==> src/rtl/nec_ir_rcv.sv <==
// NEC IR receiver: 32-bit frames, repeat codes and classified errors, timing derived from CLK_FREQ.
// Optional glitch filter enabled by defining IR_GLITCH_FILTER_EN; TIME_DIV scales all nominal widths (1 for real IR).
//
//   state      | meaning
//   S_IDLE     | line idle, waiting for a falling edge
//   S_LEAD_L   | measuring the 9 ms leader burst
//   S_LEAD_H   | measuring leader space: 4.5 ms frame or 2.25 ms repeat
//   S_BIT_L    | measuring a 560 us bit burst
//   S_BIT_H    | measuring bit space, shifts the bit in LSB first
//   S_STOP     | measuring the stop burst of a frame, then checks
//   S_REP_STOP | measuring the stop burst of a repeat code
`timescale 1ns/1ps
module nec_ir_rcv #(
    parameter int CLK_FREQ = 50_000_000,
    parameter int TOL_PCT  = 20,
    parameter int EXT_ADDR = 0,
    parameter int FILT_CYC = 8,
    parameter int TIME_DIV = 1
) (
    input  logic        sys_clk,
    input  logic        sys_rst_n,
    input  logic        remote_in,
    output logic        frame_valid,
    output logic        repeat_en,
    output logic [15:0] addr,
    output logic [7:0]  data,
    output logic        err,
    output logic [1:0]  err_code
);

    function automatic logic [15:0] win_lo(input int nom);
        return 16'(nom - (nom * TOL_PCT) / 100);
    endfunction

    function automatic logic [15:0] win_hi(input int nom);
        return 16'(nom + (nom * TOL_PCT) / 100);
    endfunction

    function automatic logic in_win(input logic [15:0] w, input logic [15:0] lo,
                                    input logic [15:0] hi);
        return (w >= lo) && (w <= hi);
    endfunction

    localparam logic [2:0] S_IDLE     = 3'd0;
    localparam logic [2:0] S_LEAD_L   = 3'd1;
    localparam logic [2:0] S_LEAD_H   = 3'd2;
    localparam logic [2:0] S_BIT_L    = 3'd3;
    localparam logic [2:0] S_BIT_H    = 3'd4;
    localparam logic [2:0] S_STOP     = 3'd5;
    localparam logic [2:0] S_REP_STOP = 3'd6;

    localparam logic [1:0] E_TIMING = 2'd1;
    localparam logic [1:0] E_CHECK  = 2'd2;
    localparam logic [1:0] E_ORPHAN = 2'd3;

    localparam int DIV = (CLK_FREQ / 1_000_000 < 1) ? 1 : CLK_FREQ / 1_000_000;
    localparam int PW  = (DIV > 1) ? $clog2(DIV) : 1;

    localparam int N_LL = 9000 / TIME_DIV;
    localparam int N_LH = 4500 / TIME_DIV;
    localparam int N_RH = 2250 / TIME_DIV;
    localparam int N_B  = 560 / TIME_DIV;
    localparam int N_B1 = 1690 / TIME_DIV;

    localparam logic [15:0] LL_LO = win_lo(N_LL);
    localparam logic [15:0] LL_HI = win_hi(N_LL);
    localparam logic [15:0] LH_LO = win_lo(N_LH);
    localparam logic [15:0] LH_HI = win_hi(N_LH);
    localparam logic [15:0] RH_LO = win_lo(N_RH);
    localparam logic [15:0] RH_HI = win_hi(N_RH);
    localparam logic [15:0] B_LO  = win_lo(N_B);
    localparam logic [15:0] B_HI  = win_hi(N_B);
    localparam logic [15:0] B1_LO = win_lo(N_B1);
    localparam logic [15:0] B1_HI = win_hi(N_B1);

    logic          sync1, sync2, line, line_q;
    logic          rise_q, fall_q, edge_q;
    logic [PW-1:0] pre;
    logic          tick;
    logic [15:0]   width;
    logic [2:0]    state, nxt;
    logic [4:0]    idx;
    logic [31:0]   sr;
    logic          armed;

    logic          e_err, e_frame, e_rep, sh_en, sh_bit, idx_clr;
    logic [1:0]    e_code;
    logic [15:0]   tmax;
    logic          chk_ok;
    logic [15:0]   addr_new;

    // Synchroniser resets to the idle-high level so reset release never looks like an edge
    always_ff @(posedge sys_clk or negedge sys_rst_n) begin
        if (!sys_rst_n) begin
            sync1 <= 1'b1;
            sync2 <= 1'b1;
        end else begin
            sync1 <= remote_in;
            sync2 <= sync1;
        end
    end

`ifdef IR_GLITCH_FILTER_EN
    localparam int FW = $clog2(FILT_CYC + 1);
    logic [FW-1:0] fcnt;

    always_ff @(posedge sys_clk or negedge sys_rst_n) begin
        if (!sys_rst_n) begin
            line <= 1'b1;
            fcnt <= '0;
        end else if (sync2 == line) begin
            fcnt <= '0;
        end else if (fcnt == FW'(FILT_CYC - 1)) begin
            line <= sync2;
            fcnt <= '0;
        end else begin
            fcnt <= fcnt + FW'(1);
        end
    end
`else
    assign line = sync2;
`endif

    always_ff @(posedge sys_clk or negedge sys_rst_n) begin
        if (!sys_rst_n) begin
            line_q <= 1'b1;
            rise_q <= 1'b0;
            fall_q <= 1'b0;
        end else begin
            line_q <= line;
            rise_q <= line & ~line_q;
            fall_q <= ~line & line_q;
        end
    end

    assign edge_q = rise_q | fall_q;
    assign tick   = (pre == PW'(DIV - 1));

    // Width is measured in microsecond ticks since the last edge
    always_ff @(posedge sys_clk or negedge sys_rst_n) begin
        if (!sys_rst_n) begin
            pre   <= '0;
            width <= '0;
        end else if (edge_q) begin
            pre   <= '0;
            width <= '0;
        end else begin
            pre <= tick ? '0 : pre + PW'(1);
            if (tick && width != 16'hFFFF)
                width <= width + 16'd1;
        end
    end

    assign chk_ok   = (sr[23:16] == ~sr[31:24]) &&
                      ((EXT_ADDR != 0) || (sr[7:0] == ~sr[15:8]));
    assign addr_new = (EXT_ADDR != 0) ? sr[15:0] : {8'h00, sr[7:0]};

    always_comb begin
        case (state)
            S_LEAD_L: tmax = LL_HI;
            S_LEAD_H: tmax = LH_HI;
            S_BIT_H:  tmax = B1_HI;
            default:  tmax = B_HI;
        endcase
    end

    always_comb begin
        nxt     = state;
        e_err   = 1'b0;
        e_code  = 2'd0;
        e_frame = 1'b0;
        e_rep   = 1'b0;
        sh_en   = 1'b0;
        sh_bit  = 1'b0;
        idx_clr = 1'b0;
        case (state)
            S_IDLE: if (fall_q) nxt = S_LEAD_L;
            S_LEAD_L: if (rise_q) begin
                if (in_win(width, LL_LO, LL_HI)) nxt = S_LEAD_H;
                else begin e_err = 1'b1; e_code = E_TIMING; end
            end
            S_LEAD_H: if (fall_q) begin
                if (in_win(width, LH_LO, LH_HI)) begin
                    nxt     = S_BIT_L;
                    idx_clr = 1'b1;
                end else if (in_win(width, RH_LO, RH_HI)) begin
                    nxt = S_REP_STOP;
                end else begin
                    e_err = 1'b1; e_code = E_TIMING;
                end
            end
            S_BIT_L: if (rise_q) begin
                if (in_win(width, B_LO, B_HI)) nxt = S_BIT_H;
                else begin e_err = 1'b1; e_code = E_TIMING; end
            end
            S_BIT_H: if (fall_q) begin
                if (in_win(width, B_LO, B_HI)) begin
                    sh_en = 1'b1;
                end else if (in_win(width, B1_LO, B1_HI)) begin
                    sh_en  = 1'b1;
                    sh_bit = 1'b1;
                end else begin
                    e_err = 1'b1; e_code = E_TIMING;
                end
                if (sh_en) nxt = (idx == 5'd31) ? S_STOP : S_BIT_L;
            end
            S_STOP: if (rise_q) begin
                if (!in_win(width, B_LO, B_HI)) begin
                    e_err = 1'b1; e_code = E_TIMING;
                end else if (chk_ok) begin
                    e_frame = 1'b1;
                    nxt     = S_IDLE;
                end else begin
                    e_err = 1'b1; e_code = E_CHECK;
                end
            end
            S_REP_STOP: if (rise_q) begin
                if (!in_win(width, B_LO, B_HI)) begin
                    e_err = 1'b1; e_code = E_TIMING;
                end else if (armed) begin
                    e_rep = 1'b1;
                    nxt   = S_IDLE;
                end else begin
                    e_err = 1'b1; e_code = E_ORPHAN;
                end
            end
            default: nxt = S_IDLE;
        endcase
        // A stuck line in any active state ends the frame as a timing error
        if (state != S_IDLE && !edge_q && width > tmax) begin
            e_err  = 1'b1;
            e_code = E_TIMING;
        end
        if (e_err) nxt = S_IDLE;
    end

    always_ff @(posedge sys_clk or negedge sys_rst_n) begin
        if (!sys_rst_n) begin
            state       <= S_IDLE;
            idx         <= '0;
            sr          <= '0;
            armed       <= 1'b0;
            frame_valid <= 1'b0;
            repeat_en   <= 1'b0;
            err         <= 1'b0;
            err_code    <= 2'd0;
            addr        <= '0;
            data        <= '0;
        end else begin
            state       <= nxt;
            frame_valid <= e_frame;
            repeat_en   <= e_rep;
            err         <= e_err;
            if (idx_clr)
                idx <= '0;
            else if (sh_en)
                idx <= idx + 5'd1;
            if (sh_en)
                sr <= {sh_bit, sr[31:1]};
            if (e_err) begin
                err_code <= e_code;
                armed    <= 1'b0;
            end else if (e_frame) begin
                armed <= 1'b1;
                addr  <= addr_new;
                data  <= sr[23:16];
            end
        end
    end

endmodule

==> config.mk <==
export PLATFORM = sky130hd
export DESIGN_NAME = nec_ir_rcv
export DESIGN_NICKNAME = d
export VERILOG_FILES = /design/src/rtl/nec_ir_rcv.sv
export SDC_FILE = /design/constraint.sdc
export NUM_CORES = 1
export LEC_CHECK = 0
export CAP_MARGIN = 20
export CORE_MARGIN = 8
export CORE_UTILIZATION = 53
export CTS_CLUSTER_SIZE = 28
export DETAILED_ROUTE_END_ITERATION = 8
export PLACE_DENSITY = 0.73
export SYNTH_ARGS = -nofsm -noshare
export SYNTH_HDL_FRONTEND = slang
export SYNTH_SLANG_ARGS = --single-unit
==> constraint.sdc <==
create_clock -name sys_clk -period 3.23 [get_ports sys_clk]
set_input_delay 0.646 -clock sys_clk [delete_from_list [all_inputs] [get_ports sys_clk]]
set_output_delay 0.646 -clock sys_clk [all_outputs]
set_load 0.01 [all_outputs]
# Word-level counts from Yosys, hierarchy flattened
# Cells that the tools add are included.
# word_totals
reg_bits,89
latch_bits,0
ram_bits,0
romBits,0
input_bits,3
out_inout_bits,29
word_cells,166
memories,0
# op_classes
n_addsub,3
n_mul,0
div,0
magnitude_cmp,11
eq_ne,26
shifts,0
n_mux,84
bitwise,8
n_reduce_logical,17
# op_table
op,n
3-bit two-way mux,18
1-bit two-way mux,49
14-bit case mux with 3 select lines,1
"3-bit != test, second input constant",13
"16-bit by 11-bit >= comparator with 1-bit output, second input constant",2
16-bit two-way mux,2
3-bit case mux with 7 select lines,1
"16-bit by 1-bit adder with 16-bit output, second input constant",1
8-bit equality test,2
"16-bit by 12-bit >= comparator with 1-bit output, second input constant",1
"16-bit by 13-bit >= comparator with 1-bit output, second input constant",1
"16-bit by 9-bit >= comparator with 1-bit output, second input constant",1
16-bit > comparator,1
"16-bit by 10-bit less-or-equal comparator with 1-bit output, second input constant",1
"16-bit by 11-bit less-or-equal comparator with 1-bit output, second input constant",1
"16-bit by 12-bit less-or-equal comparator with 1-bit output, second input constant",1
"16-bit by 13-bit less-or-equal comparator with 1-bit output, second input constant",1
"16-bit by 14-bit less-or-equal comparator with 1-bit output, second input constant",1
"16-bit != test, second input constant",1
8-bit inverter,2
15-bit AND reduction,1
2-bit two-way mux,7
6-bit two-way mux,2
2-bit case mux with 6 select lines,1
other kinds (20),37

# Depth between registers and ports, before layout
# Gate-level depths: netlist of the first run.
# depth
ltp_word,10
ltp_mapped,14
ltp_nobuf,13

# Worst setup path after synthesis of the first run
# OpenSTA, ideal clock, no wires.
# synth_timing
path_type,register -> register
from,register width[14]
to,register sr[0]
setup_ps,125
t_arrival_ps,2683
required_time_ps,3105
path_slack_ps,423
stages_incl_launch_ff,9
path_buffers,2
period_less_slack_ps,2807
cell_sequence,dfrtp_1 or4_4 or3_1 a311o_1 a21o_1 buf_6 a21oi_4 buf_2 mux2_2
# synth_via
elab_chain_cells,8
word_cells_on_any_way,12
classes_between,4 x order compare; 6 x mux; 2 x reduce/logical
# synth_rtl
element,line,text
"start, declared",80,logic [15:0] width;
"start signal, assigned",150,width <= width + 16'd1;
16-bit by 11-bit >= comparator with 1-bit output / 16-bit by 11-bit less-or-equal comparator with 1-bit output (equally long branches),41,return (w >= lo) && (w <= hi);
1-bit logical AND,41,
1-bit two-way mux,199,"end else if (in_win(width, B1_LO, B1_HI)) begin"
1-bit two-way mux *,197,"if (in_win(width, B_LO, B_HI)) begin"
1-bit two-way mux *,196,S_BIT_H: if (fall_q) begin
1-bit two-way mux *,176,case (state)
1-bit two-way mux *,196,
1-bit two-way mux *,176,
"end signal, assigned",259,"sr <= {sh_bit, sr[31:1]};"
"end, declared",83,logic [31:0] sr;
# Mark *: on every way between the ends. The rest lies on a longest branch, timed or not. The select of a mux whose other input is x is not followed.
# A chain may end at the register's enable or synchronous reset.

# Worst setup path after layout of the first run
# layout_timing
from,register width[14]
to,register state[2]
# layout_via
elab_chain_cells,9
word_cells_on_any_way,57
classes_between,11 x order compare; 15 x eq/ne; 24 x mux; 7 x reduce/logical
# layout_rtl
element,line,text
16-bit by 11-bit >= comparator with 1-bit output (tied with other cells),41,
1-bit logical AND,41,
"1-bit two-way mux, on equally long branches","199, 186",
"1-bit two-way mux, on equally long branches","197, 183",
"1-bit two-way mux, on equally long branches","196, 182",
1-bit case mux with 6 select lines,176,
1-bit two-way mux,230,if (state != S_IDLE && !edge_q && width > tmax) begin
4-bit != test (no source line) (tied with other cells),--,
15-bit AND reduction (no source line),--,
"end signal, assigned",250,state <= nxt;
"end, declared",81,"logic [2:0] state, nxt;"
# Several ways; a longest one is shown, not always the timed one. The select of a mux whose other input is x is not followed.

==> impl_metrics.csv, run 1 <==
group,metric,value,unit
sta,setup_viol,0,
run,maxCapViolCount,0,
synth,syn_area,0.004843,mm2
cts,htreeDepth,3,
sta,worst_pin_slew,0.6334,ns
floorplan,ioPinCount,32,
routing,via_per_inst,5.950,
synth,synth_seq_cells,89,
sta,finalCritPeriodShare,91.89,%
layout,fill_cells,762,
synth,synth_xor_xnor_area_share,6.148,%
sta,hold_violations,0,
routing,via_count,3540,
grt,grt_max_degree,90,
layout,final_nets,500,
routing,ant_nets,0,
floorplan,core,0.009065,mm2
cts,clkTransAtPathRegs,0.10,ns
layout,layout-drive-gt1-share,19.42,%
sta,fmax,0.3369,GHz
critical_path,worstPathArrival,3.23,ns
synth,synth_top_area_share,44.43,%
run_status,outcome,"completed",
routing,drt-pass1-iter-count,4,
pwr,power,0.002513,W
synth,synth_compound_gate_area_share,10.49,%
synth,ys_types,66,
place,place.gp.congestion,0.9399,
sta,report.final.slew_viol_count,0,
sta,period_needed,2.968,ns
pwr,pwr_density_cell,467.4,mW/mm2
sta,rsz0062_at_grt,"no",
cts,cts_max_path_buffers,2,
pwr,vdd_ir_drop_max,0.2895,mV
layout,antenna_cells,0,
grt,grt_overflow,0,
sta,finClkSkew,0.01672,ns
routing,wl,10.24,mm
synth,yosys_warnings,0,
pwr,p_leak,2.410,nW
synth,avgSynthCellArea,10.67,um2
synth,seq_area_frac_synth,46.06,%
synth,synthMuxAreaShare,11.34,%
critical_path,end_kind,"flip-flop",
synth,synth-simple-area-share,16.33,%
cts,cts_tree,"yes",
cts,cts_made_buffers,9,
sta,slew_headroom,57.45,%
place,io_buffers,23,
routing,avgRoutedWirePerCell,17.20,um
min_path,worstHoldPathType,"input port to async pin",
floorplan,placementRows,35,
grt,grt_usage,16.95,%
floorplan,die-area,0.01245,mm2
synth,ys_top_cells_by_area,"dfrtp_1, mux2_2, xnor2_1, ha_1, nor2_1",
critical_path,start_kind,"flip-flop",
routing,drc,0,
critical_path,path_cells,"or4_4 -> or3_1 -> a311o_1 -> a21o_1 -> a222oi_1 -> o21ai_1 -> nor4_1",
critical_path,crit_buf_inv,0,
sta,finalSetupTns,0,ns
floorplan,start_util,53.43,%
synth,synthAdderAreaFrac,4.650,%
synth,synth_top_cell_by_area,"dfrtp_1",
synth,ys.flop_type,"dfrtp_1",
synth,synth_edf_count,0,
layout,multi_input_area,0.002404,mm2
layout,seq_area,0.002231,mm2
cts,post_cts_buffers,0,
cts,holdBufCountCts,0,
critical_path,cpPeakStageDelay,0.58,ns
synth,synth_top_family_by_area,"simple AND/OR/NAND/NOR gates",
grt,grt_pass1_vias,3588,
grt,antenna_found_initial,0,
grt,grt_pass1_wl,17.60,mm
cts,root_buffer,"clkbuf_8",
layout,syn2layout_area_growth,11.00,%
synth,synthArstFlopShare,100.0,%
floorplan,die_w,111.6,um
place,hpwl,7.169,mm
floorplan,die_h,111.6,um
critical_path,critical_path_class,"flip-flop to flip-flop",
critical_path,crit_required,3.49,ns
critical_path,slowest_stage,"or4_4",
critical_path,critical_path.top_delay_family,"simple AND/OR/NAND/NOR gates",
critical_path,worstPathMaxFanout,8,
synth,synth_cells,454,
cts,cts_num_sinks,89,
sta,hold_ws,0.1447,ns
cts,clkLatencyLatePin,0.36,ns
routing,dr.first_iter.drc_count,230,
[where the power goes]
group          switching [W]  internal (W)
clock               0.000447      0.000300
sequential         0.0000423       0.00115
combinational       0.000340      0.000234
total               0.000829       0.00168
[worst paths after layout]
path	depth (start not counted)	slack (ns)	end	start
setup / recovery	7	0.26	state[2]	width[14]
hold / removal	1	0.14	width[10]	sys_rst_n
setup reg to reg	7	0.26	state[2]	width[14]
hold reg to reg	0	0.36	line	sync1
max in group asynchronous	2	2.44	line	sys_rst_n
min in group sys_clk	0	0.36	line	sync1
[cell usage in the layout, fill, tap and decap left out, types with 8 or more instances in the layout]
cell type,n
conb_1,8
a21oi_1,14
nor3_1,12
xnor2_1,28
clkbuf_8,9
a31oi_1,9
mux2_2,47
ha_1,18
clkdlybuf4s50_1,22
nand3_1,17
buf_4,10
dfrtp_1,86
or3_1,8
inv_1,18
o21ai_0,10
nor2_1,39
nor4_1,10
nand2_1,17
[repair_timing]
| item | CTS | global route |
|---|---|---|
| setup endpoints to repair | 0 | 4 |
| hold endpoints to repair | 0 | 0 |
| resized for setup | 0 | 1 |
[area by class of cell]
| class | instances | area share, % |
|---|---|---|
| multi-input cells | 326 | 44.71 |
| flip-flops and latches | 89 | 41.49 |
| repair buffers | 34 | 6.377 |
| well taps | 111 | 2.583 |
| clock buffers | 9 | 2.304 |
| inverters | 19 | 1.327 |
| clock inverters | 7 | 1.210 |
[synth_stat cells (3+ instances only)]
master    count
inv_1        18
nand4_1       6
xor2_1        6
nor2_1       40
mux2_2       47
and3_1        3
and2_1        3
o31ai_1       3
xnor2_1      28
dfrtp_1      86
nor3_1       12
nand2_1      17
buf_4        12
nand3_1      17
or2_2         3
nor3b_1       3
buf_2         4
a211oi_1      5
nand2b_1      6
o21ai_0      10
ha_1         18
nor4_1       10
dfstp_2       3
or3_1         8
a21oi_1      14
a31oi_1       9
clkbuf_1      9
a21o_1        4
nor2b_1       4
[kinds of logic after synthesis]
logic type | after synthesis
AOI/OAI and AO/OA | 69
xor gates and xnor gates | 34
adders and majority gates | 18
buffers and inverters | 46
DFF | 89
muxes | 49
other | 1
and+or+nand+nor | 148
[through the flow]
stage | worst slack [ns] | utilization (%) | area, um2 | std cells
3_5_place_dp | 0.2586 | 56.89 | 5157 | 578
3_3_place_gp | 0.3511 | 56.89 | 5157 | 578
2_1_floorplan | 0.4228 | - | 4870 | 461
5_1_grt | 0.006338 | 59.31 | 5376 | 595
6_report | 0.2619 | 59.31 | 5376 | 595
4_1_cts | 0.2224 | 58.98 | 5346 | 594
[sequential cells by signal, summed over array words and instances, names as in the netlist, 2 cells and up]
register  cells
width        16
idx           5
state         3
pre           6
err_code      2
addr          8
sr           32
data          8
[per-layer routing]
| metal | vias to the layer above | GRT usage (%) | wire, um |
|---|---|---|---|
| li1 | 1668 | - | - |
| met1 | 1749 | 22.30 | 4659 |
| met2 | 107 | 26.95 | 4859 |
| met3 | 16 | 3.463 | 533 |
| met4 | 0 | 6.381 | 182 |
| met5 | - | 0 | 0 |
Note: power is estimated with default switching activity, not from simulation.
==> inputs of run 2 (changes only) <==
--- a/config.mk
+++ b/config.mk
@@ -10,7 +10,7 @@
 export CORE_UTILIZATION = 53
 export CTS_CLUSTER_SIZE = 28
 export DETAILED_ROUTE_END_ITERATION = 8
-export PLACE_DENSITY = 0.73
+export PLACE_DENSITY = 0.83
 export SYNTH_ARGS = -nofsm -noshare
 export SYNTH_HDL_FRONTEND = slang
 export SYNTH_SLANG_ARGS = --single-unit
==> run 2 against run 1 <==
Net effect:
- die area is the same
- worst hold slack lost 0.0049 ns
- largest power group unchanged
- critical path type unchanged
- largest cell class unchanged
- critical endpoint unchanged
- combinational power is essentially flat
==> impl_metrics.csv, run 2 (synthesized netlist as in run 1, its figures left out) <==
group,metric,value,unit
pwr,combPwrFrac,22.8,%
critical_path,path_cells,"or4_4 -> or3_1 -> a311o_1 -> a21o_1 -> a222oi_1 -> o21ai_1 -> nor4_1",
pwr,power,0.002514,W
grt,grt_usage,17.33,%
routing,avgRoutedWirePerCell,17.21,um
grt,grt_max_degree,90,
pwr,cellInternalPower,0.001687,W
critical_path,critical_path_class,"flip-flop to flip-flop",
critical_path,start_kind,"flip-flop",
grt,grt_pass1_vias,3624,
cts,clkLatencyLatePin,0.36,ns
place,place.gp.congestion,0.9902,
routing,drc,0,
pwr,p_leak,2.398,nW
floorplan,ioPinCount,32,
layout,layout-drive-gt1-share,19.50,%
sta,finClkSkew,0.02014,ns
grt,grt_pass1_wl,17.81,mm
layout,seq_area,0.002232,mm2
cts,htreeDepth,3,
place,io_buffers,23,
place,hpwl,7.353,mm
critical_path,slowest_stage,"or4_4",
sta,worst_pin_slew,0.6120,ns
layout,mostFrequentLayoutCell,"dfrtp_1",
run_status,outcome,"completed",
floorplan,die_w,111.6,um
routing,dr.first_iter.drc_count,161,
floorplan,placementRows,35,
layout,fin_cells,593,
critical_path,r2r-end,"state[2]",
cts,cts_max_path_buffers,2,
cts,cts_num_sinks,89,
pwr,seqPwrFrac,47.7,%
critical_path,critical_path.top_delay_family,"simple AND/OR/NAND/NOR gates",
sta,finalCritPeriodShare,92.27,%
critical_path,end_kind,"flip-flop",
cts,holdBufCountCts,0,
pwr,vdd_ir_drop_max,0.2316,mV
layout,syn2layout_area_growth,10.88,%
sta,setup_viol,0,
layout,multi_input_area,0.002406,mm2
critical_path,crit_buf_inv,0,
layout,final_nets,498,
critical_path,cp-startpoint,"width[14]",
critical_path,worstPathArrival,3.23,ns
cts,root_buffer,"clkbuf_8",
min_path,worstHoldPathType,"input port to async pin",
cts,cts_made_buffers,9,
sta,rsz0062_at_grt,"no",
sta,report.final.slew_viol_count,0,
critical_path,crit_required,3.48,ns
floorplan,die_h,111.6,um
place,dp_cells,576,
critical_path,crit_cells,7,
floorplan,core,0.009065,mm2
critical_path,reg2reg_slack,0.25,ns
sta,period_needed,2.980,ns
cts,clkTransAtPathRegs,0.10,ns
pwr,clkPwrFrac,29.4,%
layout,reg.largest.list,"sr (32), width (16)",
layout,fill_cells,760,
layout,fin_area,0.005370,mm2
place,place_area,0.005142,mm2
critical_path,r2r_cells,7,
pwr,switching_power,0.0008275,W
sta,fmax,0.3355,GHz
pwr,p_sw_share,32.91,%
grt,antenna_found_initial,0,
routing,wl,10.21,mm
run,maxCapViolCount,0,
pwr,pwr_density_cell,468.2,mW/mm2
critical_path,worstPathMaxFanout,8,
sta,finalSetupTns,0,ns
layout,most-common-layout-cells,"dfrtp_1, mux2_2, nor2_1",
routing,drt-pass1-iter-count,5,
routing,ant_nets,0,
layout,antenna_cells,0,
floorplan,start_util,53.43,%
critical_path,crit_end,"state[2]",
critical_path,r2r_start,"width[14]",
routing,via_per_inst,5.902,
sta,hold_violations,0,
sta,slew_headroom,58.89,%
grt,grt_overflow,0,
layout,largest_reg_flops,32,
floorplan,die-area,0.01245,mm2
critical_path,cpPeakStageDelay,0.57,ns
layout,max_flop_register,"sr",
routing,via_count,3500,
cts,cts_tree,"yes",
## run 2: power by group through the flow
stage          registers (W)  clock network [W]  logic, W
6_report             0.00120           0.000740  0.000574
5_1_grt              0.00121           0.000803  0.000637
4_1_cts              0.00120           0.000759  0.000558
3_5_place_dp         0.00122                  0  0.000553
3_3_place_gp         0.00122                  0  0.000536
2_1_floorplan        0.00120                  0  0.000407
## run 2: through the flow
step,hold slack (ns),setup slack [ns],utilization [%]
after floorplan,0.3452,0.4228,-
after global placement,0.3488,0.2378,56.73
after detailed placement,0.3509,0.1113,56.73
after CTS,0.3675,0.08469,58.87
after global routing,0.1445,0.02823,59.24
final,0.1398,0.2497,59.24
## run 2: cell type report
type | instances | area share, %
Timing Repair Buffer | 32 | 6.104
Clock inverter | 7 | 1.305
Clock buffer | 9 | 2.307
Sequential cell | 89 | 41.57
Tap cell | 111 | 2.586
Multi-Input combinational cell | 326 | 44.80
Inverter | 19 | 1.328
## run 2: worst min-delay path by stage
stage / from / endpoint / slack [ns] / cells after the start
2_1_floorplan: sys_rst_n / addr[0] / 0.35 / 0
3_3_place_gp: sync1 / line / 0.35 / 0
3_5_place_dp: sync1 / line / 0.35 / 0
4_1_cts: sync1 / line / 0.37 / 0
5_1_grt: sys_rst_n / width[2] / 0.14 / 1
6_report: sys_rst_n / width[2] / 0.14 / 1
## run 2: layer usage
| metal | global-route usage, % | up-vias | part of all wire (%) |
|---|---|---|---|
| li1 | - | 1662 | - |
| met3 | 3.734 | 17 | 5.3 |
| met2 | 28.20 | 100 | 48 |
| met5 | 0 | - | 0 |
| met1 | 21.93 | 1721 | 45 |
| met4 | 7.110 | 0 | 1.8 |
## run 2: timing repair
action,4_1_cts,5_1_grt
setup buffers,0,0
endpoints found under the setup margin,0,7
gates resized for setup,0,3
## run 2: worst reg2reg max path, delay by kind of cell, from the launching register on
| family | cells | cell delay, ns |
|---|---|---|
| simple gates | 3 | 1.28 |
| flops | 1 | 0.45 |
| compound gates | 4 | 1.14 |
